<file path="src/rtl/rhd_spi_command_tx.sv">
// rhd_spi_command_tx: SPI master frame engine for the RHD2000 link.
// Runs at 4x the SPI bit rate, sends one 16-bit command per 64-cycle
// frame and captures MISO on every clock into a 74-sample vector.
// The vector includes a 10-sample tail that absorbs cable delay.
module rhd_spi_command_tx #(
  parameter int CS_HIGH_CYCLES = 12
) (
  input  logic        dataclk,
  input  logic        reset,
  input  logic [15:0] cmd,
  input  logic        cmd_valid,
  output logic        cmd_ready,
  output logic        CS_b,
  output logic        SCLK,
  output logic        MOSI,
  input  logic        MISO,
  output logic [73:0] MISO4x,
  output logic        MISO4x_valid,
  output logic        busy
);

  typedef enum logic [1:0] {IDLE, SHIFT, GAP} state_t;

  localparam logic [7:0] GAP_LAST = 8'(CS_HIGH_CYCLES - 1);

  state_t      state_reg, state_next;
  logic [5:0]  cnt_reg, cnt_next;
  logic [7:0]  g_reg, g_next;
  logic [15:0] cmd_reg, cmd_next;

  logic        cs_b_next, sclk_next, mosi_next, cmd_ready_next, busy_next;

  // Samples 0..72; sample 73 is taken straight from MISO on the copy edge.
  logic [72:0] samples_reg;
  logic [6:0]  tail_idx;
  logic        accept;

  assign accept   = cmd_valid && cmd_ready;
  assign tail_idx = 7'd64 + {3'd0, g_reg[3:0]};

  // State, counters, latched command and registered pin outputs.
  always_ff @(posedge dataclk) begin
    if (reset) begin
      state_reg <= IDLE;
      cnt_reg   <= '0;
      g_reg     <= '0;
      cmd_reg   <= '0;
      CS_b      <= 1'b1;
      SCLK      <= 1'b0;
      MOSI      <= 1'b0;
      cmd_ready <= 1'b1;
      busy      <= 1'b0;
    end else begin
      state_reg <= state_next;
      cnt_reg   <= cnt_next;
      g_reg     <= g_next;
      cmd_reg   <= cmd_next;
      CS_b      <= cs_b_next;
      SCLK      <= sclk_next;
      MOSI      <= mosi_next;
      cmd_ready <= cmd_ready_next;
      busy      <= busy_next;
    end
  end

  // Next-state logic: IDLE -> SHIFT (64 cycles) -> GAP (CS high time),
  // with a direct GAP -> SHIFT hop when a command arrives in the last gap cycle.
  always_comb begin
    state_next = state_reg;
    cnt_next   = cnt_reg;
    g_next     = g_reg;
    cmd_next   = cmd_reg;
    case (state_reg)
      IDLE: begin
        if (accept) begin
          state_next = SHIFT;
          cnt_next   = '0;
          cmd_next   = cmd;
        end
      end
      SHIFT: begin
        cnt_next = cnt_reg + 6'd1;
        if (cnt_reg == 6'd63) begin
          state_next = GAP;
          g_next     = '0;
        end
      end
      GAP: begin
        g_next = g_reg + 8'd1;
        if (g_reg == GAP_LAST) begin
          g_next = '0;
          if (accept) begin
            state_next = SHIFT;
            cnt_next   = '0;
            cmd_next   = cmd;
          end else begin
            state_next = IDLE;
          end
        end
      end
      default: state_next = IDLE;
    endcase
  end

  // Output decode from the upcoming state so every pin is a flop output.
  always_comb begin
    cs_b_next      = (state_next != SHIFT);
    sclk_next      = (state_next == SHIFT) && cnt_next[1];
    mosi_next      = (state_next == SHIFT) && cmd_next[4'd15 - cnt_next[5:2]];
    cmd_ready_next = (state_next == IDLE) ||
                     ((state_next == GAP) && (g_next == GAP_LAST));
    busy_next      = (state_next != IDLE);
  end

  // MISO capture: one sample per cycle through SHIFT and the first ten
  // GAP cycles, then publish the full vector with a one-cycle strobe.
  always_ff @(posedge dataclk) begin
    if (reset) begin
      samples_reg  <= '0;
      MISO4x       <= '0;
      MISO4x_valid <= 1'b0;
    end else begin
      MISO4x_valid <= 1'b0;
      if (state_reg == SHIFT) begin
        samples_reg[cnt_reg] <= MISO;
      end else if (state_reg == GAP && g_reg <= 8'd9) begin
        if (g_reg == 8'd9) begin
          MISO4x       <= {MISO, samples_reg};
          MISO4x_valid <= 1'b1;
        end else begin
          samples_reg[tail_idx] <= MISO;
        end
      end
    end
  end

endmodule

</file>
<file path="config.mk">
export PLATFORM = sky130hd
export DESIGN_NAME = rhd_spi_command_tx
export DESIGN_NICKNAME = d
export VERILOG_FILES = /design/src/rtl/rhd_spi_command_tx.sv
export SDC_FILE = /design/constraint.sdc
export NUM_CORES = 1
export LEC_CHECK = 0
export BUFFER_PORTS_ARGS = -buffer_cell sky130_fd_sc_hd__buf_2
export CORE_UTILIZATION = 30
export DETAILED_ROUTE_END_ITERATION = 10
export PLACE_DENSITY = 0.58
export SLEW_MARGIN = 15
export SYNTH_ARGS = -nofsm -noshare
export SYNTH_HDL_FRONTEND = slang
export SYNTH_SLANG_ARGS = --single-unit
</file>
<file path="constraint.sdc">
create_clock -name dataclk -period 5.2 [get_ports dataclk]
set_input_delay 1.04 -clock dataclk [delete_from_list [all_inputs] [get_ports dataclk]]
set_output_delay 1.04 -clock dataclk [all_outputs]
set_load 0.03 [all_outputs]
</file>
==> metrics, run 1 <==
status finished clean; layout cells sized above 1 0.147; area of the multi-input gates 3560 um^2; DP HPWL 13500 um; setup violators final 0; CORE AREA 24500 um^2; Via density 5.07; DR WL/cell 15.7 um; register area 3700 um^2; IO buf count 99; crit path kind reg2reg; total gr overflow 0; Avg Inst Size Synth 7.93 um^2; maximum buffer depth of the clock tree 2; post-synthesis mux area share 0.0166; largest family of logic cells by synthesized area simple AND/OR/NAND/NOR gates; Final period util 0.588; simple-gate portion of the synthesized area 0.229; synth top area cells dfxtp_1, a21oi_1, nand2_1; hold path startpoint samples_reg[67]; maximum fanout along the worst path 13; Worst-path clk slew 0.07 ns; hold_ws 0.451 ns; initial antenna violation count 0; Die X 161 um; Vias 6823; CTS root buf clkbuf_16; Synth Area in XOR/XNOR 0; GR Util All Layers 0.164; Post-Syn Area 7550 um^2; # DRC 0; Max-Cap Viols 0; Pre-antenna DRT Iters 7; top cells by count, synth dfxtp_1, nand2_1, a21oi_1; post-synthesis adder-cell area fraction 0.0166; Worst Path Arrival 3.37 ns; skew final 0.0101 ns; sequential element share of the synthesized area 0.491; TritonCTS Buffers 17; Yosys reg bits 185; max reg flops 74; # fillers 2636; row cnt 57; reg2reg setup slack 2.14 ns; Synth Area in Compound Gates 0.209; Worst-Margin Slew 1.14 ns; unrepaired setup endpoints after global routing no; fmax 0.327 GHz; CTS tree yes; Hold EP MISO4x[67]; count leader, synth dfxtp_1; nets 1039; Post-synth EDFFs 0; Synth Warn # 0; Post-synth ARST share 0; share of the synthesized area in the top cell type 0.491; DRT iter0 DRCs 509; r2r worst-path depth 8; PD cells 323 nW/um^2; reg2reg end MOSI; CP max-delay cell o31a_1; Resized Gates After CTS 0; Final Slew Violations 0; DIE AREA 25800 um^2; Fin. Hold Viols 0; initial core utilization 0.308; count of unique library cells instantiated by Yosys 54; Syn Inst Count 952; post-layout min period 3.06 ns; CP endpoint kind flop; I/O Pins 100; DRT Wirelength 21100 um; syn nets 982; fin util 0.359; cts hold-fix bufs 0; largest net degree at the start of global routing 104; Final ANT Viol Nets 0; Post-CTS Setup Inserts 0; clk sink count 185; crit-path cells ha_1 > nand3b_1 > o31a_1 > nand2b_1 > a22o_1 > mux4_2 > o221ai_2 > o22ai_1; most used flip-flop cell after synthesis dfxtp_1; Hold Path Class reg2reg; first-pass GRT wire length 33800 um; diode count 0; VDD IR max 0.000180 V; post-synth top area cell dfxtp_1; WP data required 5.51 ns; synthesis-to-layout area growth 16.6%; hold depth 2; crit-path max cell delay 0.52 ns; RD Place Congestion 0.769; worst flop-to-flop path startpoint g_reg[0]; leak pwr 0.00316 uW; clk_lat worst skew 0.43 ns; DIE HEIGHT 161 um; Max H-tree Level 4; vias in the first global route 6235; Setup crit start kind flop; relative max-transition margin 0.241; Setup TNS Final 0 ns
==> logic make-up after synthesis <==
group,count (synthesis)
muxes,11
adders and majority gates,10
and+or+nand+nor,388
DFF,185
buffers and inverters,78
AOI/OAI and AO/OA,280
==> worst max-delay path by stage <==
stage                    from  slack (ns)          to  depth (start not counted)
floorplan           cmd_valid        2.52        MOSI                          7
global placement    cmd_valid        2.12        MOSI                          8
detailed placement  cmd_valid        2.06        MOSI                          8
CTS                  g_reg[7]        2.15  MISO4x[24]                          6
global route         g_reg[0]        1.89        MOSI                          8
finish               g_reg[0]        2.14        MOSI                          8
==> power breakdown <==
group,internal (uW),switching (uW)
sequential,1430,8.54
combinational,48.5,112
clock,636,604
==> critical path: cells and delay by family, from the launching register on <==
kind	cells	cell delay, ns
and+or+nand+nor	2	0.61
AOI/OAI and AO/OA	4	1.06
muxes	1	0.48
adders and majority gates	1	0.31
DFF	1	0.49
==> metal layers <==
layer	vias to the layer above	GRT usage	routed length (um)
li1	3422	-	-
met1	3186	0.227	10000
met2	201	0.255	9640
met3	14	0.0390	1350
met4	0	0.0377	150
met5	-	0	0
==> cell usage in the layout (no fill, tap or decap), types with 3 or more instances in the layout <==
master	count
nor3b_1	3
a22oi_1	8
o21ai_0	73
buf_2	98
inv_6	4
clkinv_2	3
and2_1	3
a2111oi_0	3
a22o_1	4
nor2b_1	11
inv_1	10
and3_1	6
nand2b_1	8
a31oi_1	6
a21oi_1	156
a21o_1	4
clkinvlp_4	3
a2bb2oi_1	3
clkbuf_16	17
nand3_1	86
mux2i_1	8
buf_4	8
or4_1	3
nor3_1	25
nor2_1	46
dfxtp_1	185
nand2_1	184
ha_1	10
==> area by class of cell <==
type | instances | area share
clock buffers | 18 | 0.0499
clock inverters | 14 | 0.0128
inverters | 10 | 0.00426
multi-input cells | 689 | 0.404
flip-flops and latches | 185 | 0.421
well taps | 324 | 0.0460
repair buffers | 106 | 0.0625
==> per-stage QoR <==
stage | setup slack, ns | total power (uW) | instances | cell area, um^2
floorplan | 2.52 | 1580 | 952 | 7550
global placement | 2.12 | 1630 | 1314 | 8250
detailed placement | 2.06 | 1630 | 1314 | 8250
CTS | 2.15 | 2860 | 1346 | 8800
global route | 1.89 | 2940 | 1346 | 8800
finish | 2.14 | 2840 | 1346 | 8800
Power figures use the tool's default switching activity.
==> run 2, diff against run 1 <==
--- a/config.mk
+++ b/config.mk
@@ -5,10 +5,11 @@
 export SDC_FILE = /design/constraint.sdc
 export NUM_CORES = 1
 export LEC_CHECK = 0
+export ABC_AREA = 1
 export BUFFER_PORTS_ARGS = -buffer_cell sky130_fd_sc_hd__buf_2
 export CORE_UTILIZATION = 30
 export DETAILED_ROUTE_END_ITERATION = 10
-export PLACE_DENSITY = 0.58
+export PLACE_DENSITY = 0.6
 export SLEW_MARGIN = 15
 export SYNTH_ARGS = -nofsm -noshare
 export SYNTH_HDL_FRONTEND = slang
==> constraint.sdc (replaced) <==
create_clock -name dataclk -period 2.7 [get_ports dataclk]
set_input_delay 0.54 -clock dataclk [delete_from_list [all_inputs] [get_ports dataclk]]
set_output_delay 0.54 -clock dataclk [all_outputs]
set_load 0.03 [all_outputs]
==> run 2 against run 1 <==
Setup slack got worse by 1.7 ns; die area down 1.2%; sequential share of layout area is 0.49 points lower; clock power rose by 99%; maximum frequency is 36% higher; count of clock-buffer cells in the layout up 3; wire length is 10% lower; final area rose by 1.2%; core utilization grew 0.74 points; area after synthesis is 1.2% lower; largest cell class unchanged; power increased by 98%.
==> metrics, run 2 <==
hold_ws 0.411 ns; WP data required 3.02 ns; Resized Gates After CTS 0; Post-CTS Setup Inserts 0; layout cells sized above 1 0.170; count of unique library cells instantiated by Yosys 37; Fin. Hold Viols 0; # DRC 0; Hold Path Class in2reg; TritonCTS Buffers 17; synthesis-to-layout area growth 19.4%; DRT iter0 DRCs 464; crit path buf inv count 3; Logic pwr share 0.066; Avg Inst Size Synth 7.96 um^2; Final period util 0.831; GR Util All Layers 0.152; Post-synth ARST share 0; largest net degree at the start of global routing 99; Synth Warn # 0; area of the multi-input gates 3220 um^2; Yosys reg bits 185; CTS root buf clkbuf_16; post-synth top area cell dfxtp_1; crit path kind reg2reg; clk_lat worst skew 0.43 ns; Final ANT Viol Nets 0; CP max-delay cell dfxtp_1; dpl cells 1322; largest family of logic cells by synthesized area compound AO/OA/AOI/OAI gates; Worst-Margin Slew 0.937 ns; DIE AREA 25500 um^2; skew final 0.0112 ns; post-layout min period 2.24 ns; initial antenna violation count 0; Setup crit start kind flop; final setup margin 0.455 ns; top cells by count, synth dfxtp_1, nor2_1, nand2_1; relative max-transition margin 0.371; PD cells 631 nW/um^2; DR WL/cell 14.0 um; maximum buffer depth of the clock tree 2; post-synthesis adder-cell area fraction 0.0168; crit-path cells inv_1 > ha_1 > inv_2 > nand2_2 > nand2_1 > nand3_4 > nand2_1 > nand2_1 > inv_1 > nand3_1 > nand3_1 > nand3_1 > nand2_1 > nor2_1; leak pwr 0.00375 uW; critical path's top delay family simple AND/OR/NAND/NOR gates; DP HPWL 12600 um; IO buf count 99; initial core utilization 0.307; simple-gate portion of the synthesized area 0.191; Post-synth EDFFs 0; DRT Wirelength 19000 um; count leader, synth dfxtp_1; total gr overflow 0; fin util 0.366; power share of the clock group 0.439; nets 1047; Setup TNS Final 0 ns; setup violators final 0; maximum fanout along the worst path 18; syn nets 967; Worst-path clk slew 0.07 ns; Syn Inst Count 937; sw frac 0.234; Post-Syn Area 7460 um^2; VDD IR max 0.000390 V; max reg flops 74; synth top area cells dfxtp_1, nor2_1, a21oi_1; most used flip-flop cell after synthesis dfxtp_1; Final Slew Violations 0; share of the synthesized area in the top cell type 0.497; Max-Cap Viols 0; most common cell after layout, fill and taps aside dfxtp_1; Pre-antenna DRT Iters 4; Internal 4310 uW; crit-path max cell delay 0.38 ns; RD Place Congestion 0.832; CTS tree yes; Via density 4.77; diode count 0; Worst Path Arrival 2.57 ns; CP endpoint kind flop; most frequent cells in the layout dfxtp_1, nor2_1, nand2_1; Synth Area in XOR/XNOR 0.00117; register area 3700 um^2; sequential element share of the synthesized area 0.497; CORE AREA 24300 um^2; Synth Area in Compound Gates 0.222; unrepaired setup endpoints after global routing no; sequential power share 0.495; DIE HEIGHT 160 um; post-route non-filler standard cell count 1353; row cnt 57; I/O Pins 100; reg2reg setup slack 0.46 ns; Max H-tree Level 4; # fillers 2536; Die X 160 um; status finished clean; fmax 0.446 GHz; vias in the first global route 6065; NetSw 1310 uW; Vias 6456; post-synthesis mux area share 0; clk sink count 185; cts hold-fix bufs 0; Top cell by count, worst path nand2_1; first-pass GRT wire length 31300 um; DP Worst Slack 0.475 ns
run 2: cell count changes after synthesis, moves of 9 or more:
cell and delta:
a211oi_1 +24, nand2_1 -83, a21oi_1 -59, buf_2 +11
inv_1 +54, clkbuf_1 -14, o21ai_0 +9, nand3_1 -60
a311oi_1 +50, nor2b_1 -11, nand4_1 +12, nor2_1 +127
nor3_1 -17
run 2: routing by layer:
layer	wire length (um)	part of all wire	track usage
met5	0	0	0
met4	199	0.010	0.0463
met3	832	0.044	0.0356
met2	8510	0.45	0.238
met1	9460	0.50	0.208
run 2: area by class of cell:
class | instances | area share
clock inverter | 10 | 0.0132
inverter | 69 | 0.0291
multi-input combinational | 619 | 0.362
tap | 324 | 0.0455
sequential | 185 | 0.416
clock buffer | 21 | 0.0528
timing repair buffer | 125 | 0.0820
run 2: cells by family after synthesis:
| group | Yosys count |
|---|---|
| buffers and inverters | 133 |
| adders and majority gates | 10 |
| AOI/OAI and AO/OA | 270 |
| xor gates and xnor gates | 1 |
| and+or+nand+nor | 338 |
| DFF | 185 |
run 2: tightest hold or removal path: stages:
cell and delay (ns):
buf_2 0.10, nand4_1 0.09, a21oi_1 0.06
run 2: worst paths after layout:
kind | depth (start not counted) | to | startpoint
setup / recovery | 14 | MOSI | state_reg[0]
hold / removal | 3 | cmd_reg[7] | cmd[7]
setup reg to reg | 14 | MOSI | state_reg[0]
hold reg to reg | 2 | samples_reg[7] | samples_reg[7]
run 2: power groups by stage:
stage	Clock [uW]	Sequential [uW]	Combinational [uW]
floorplan	0	2850	251
global placement	0	2840	369
detailed placement	0	2840	371
CTS	2540	2780	373
global route	2640	2780	414
finish	2470	2780	371
run 2: per-stage QoR:
step / total power (uW) / area (um^2)
final: 5620 / 8910
after global routing: 5830 / 8910
after CTS: 5690 / 8910
after detailed placement: 3210 / 8320
after global placement: 3210 / 8320
after floorplan: 3110 / 7460
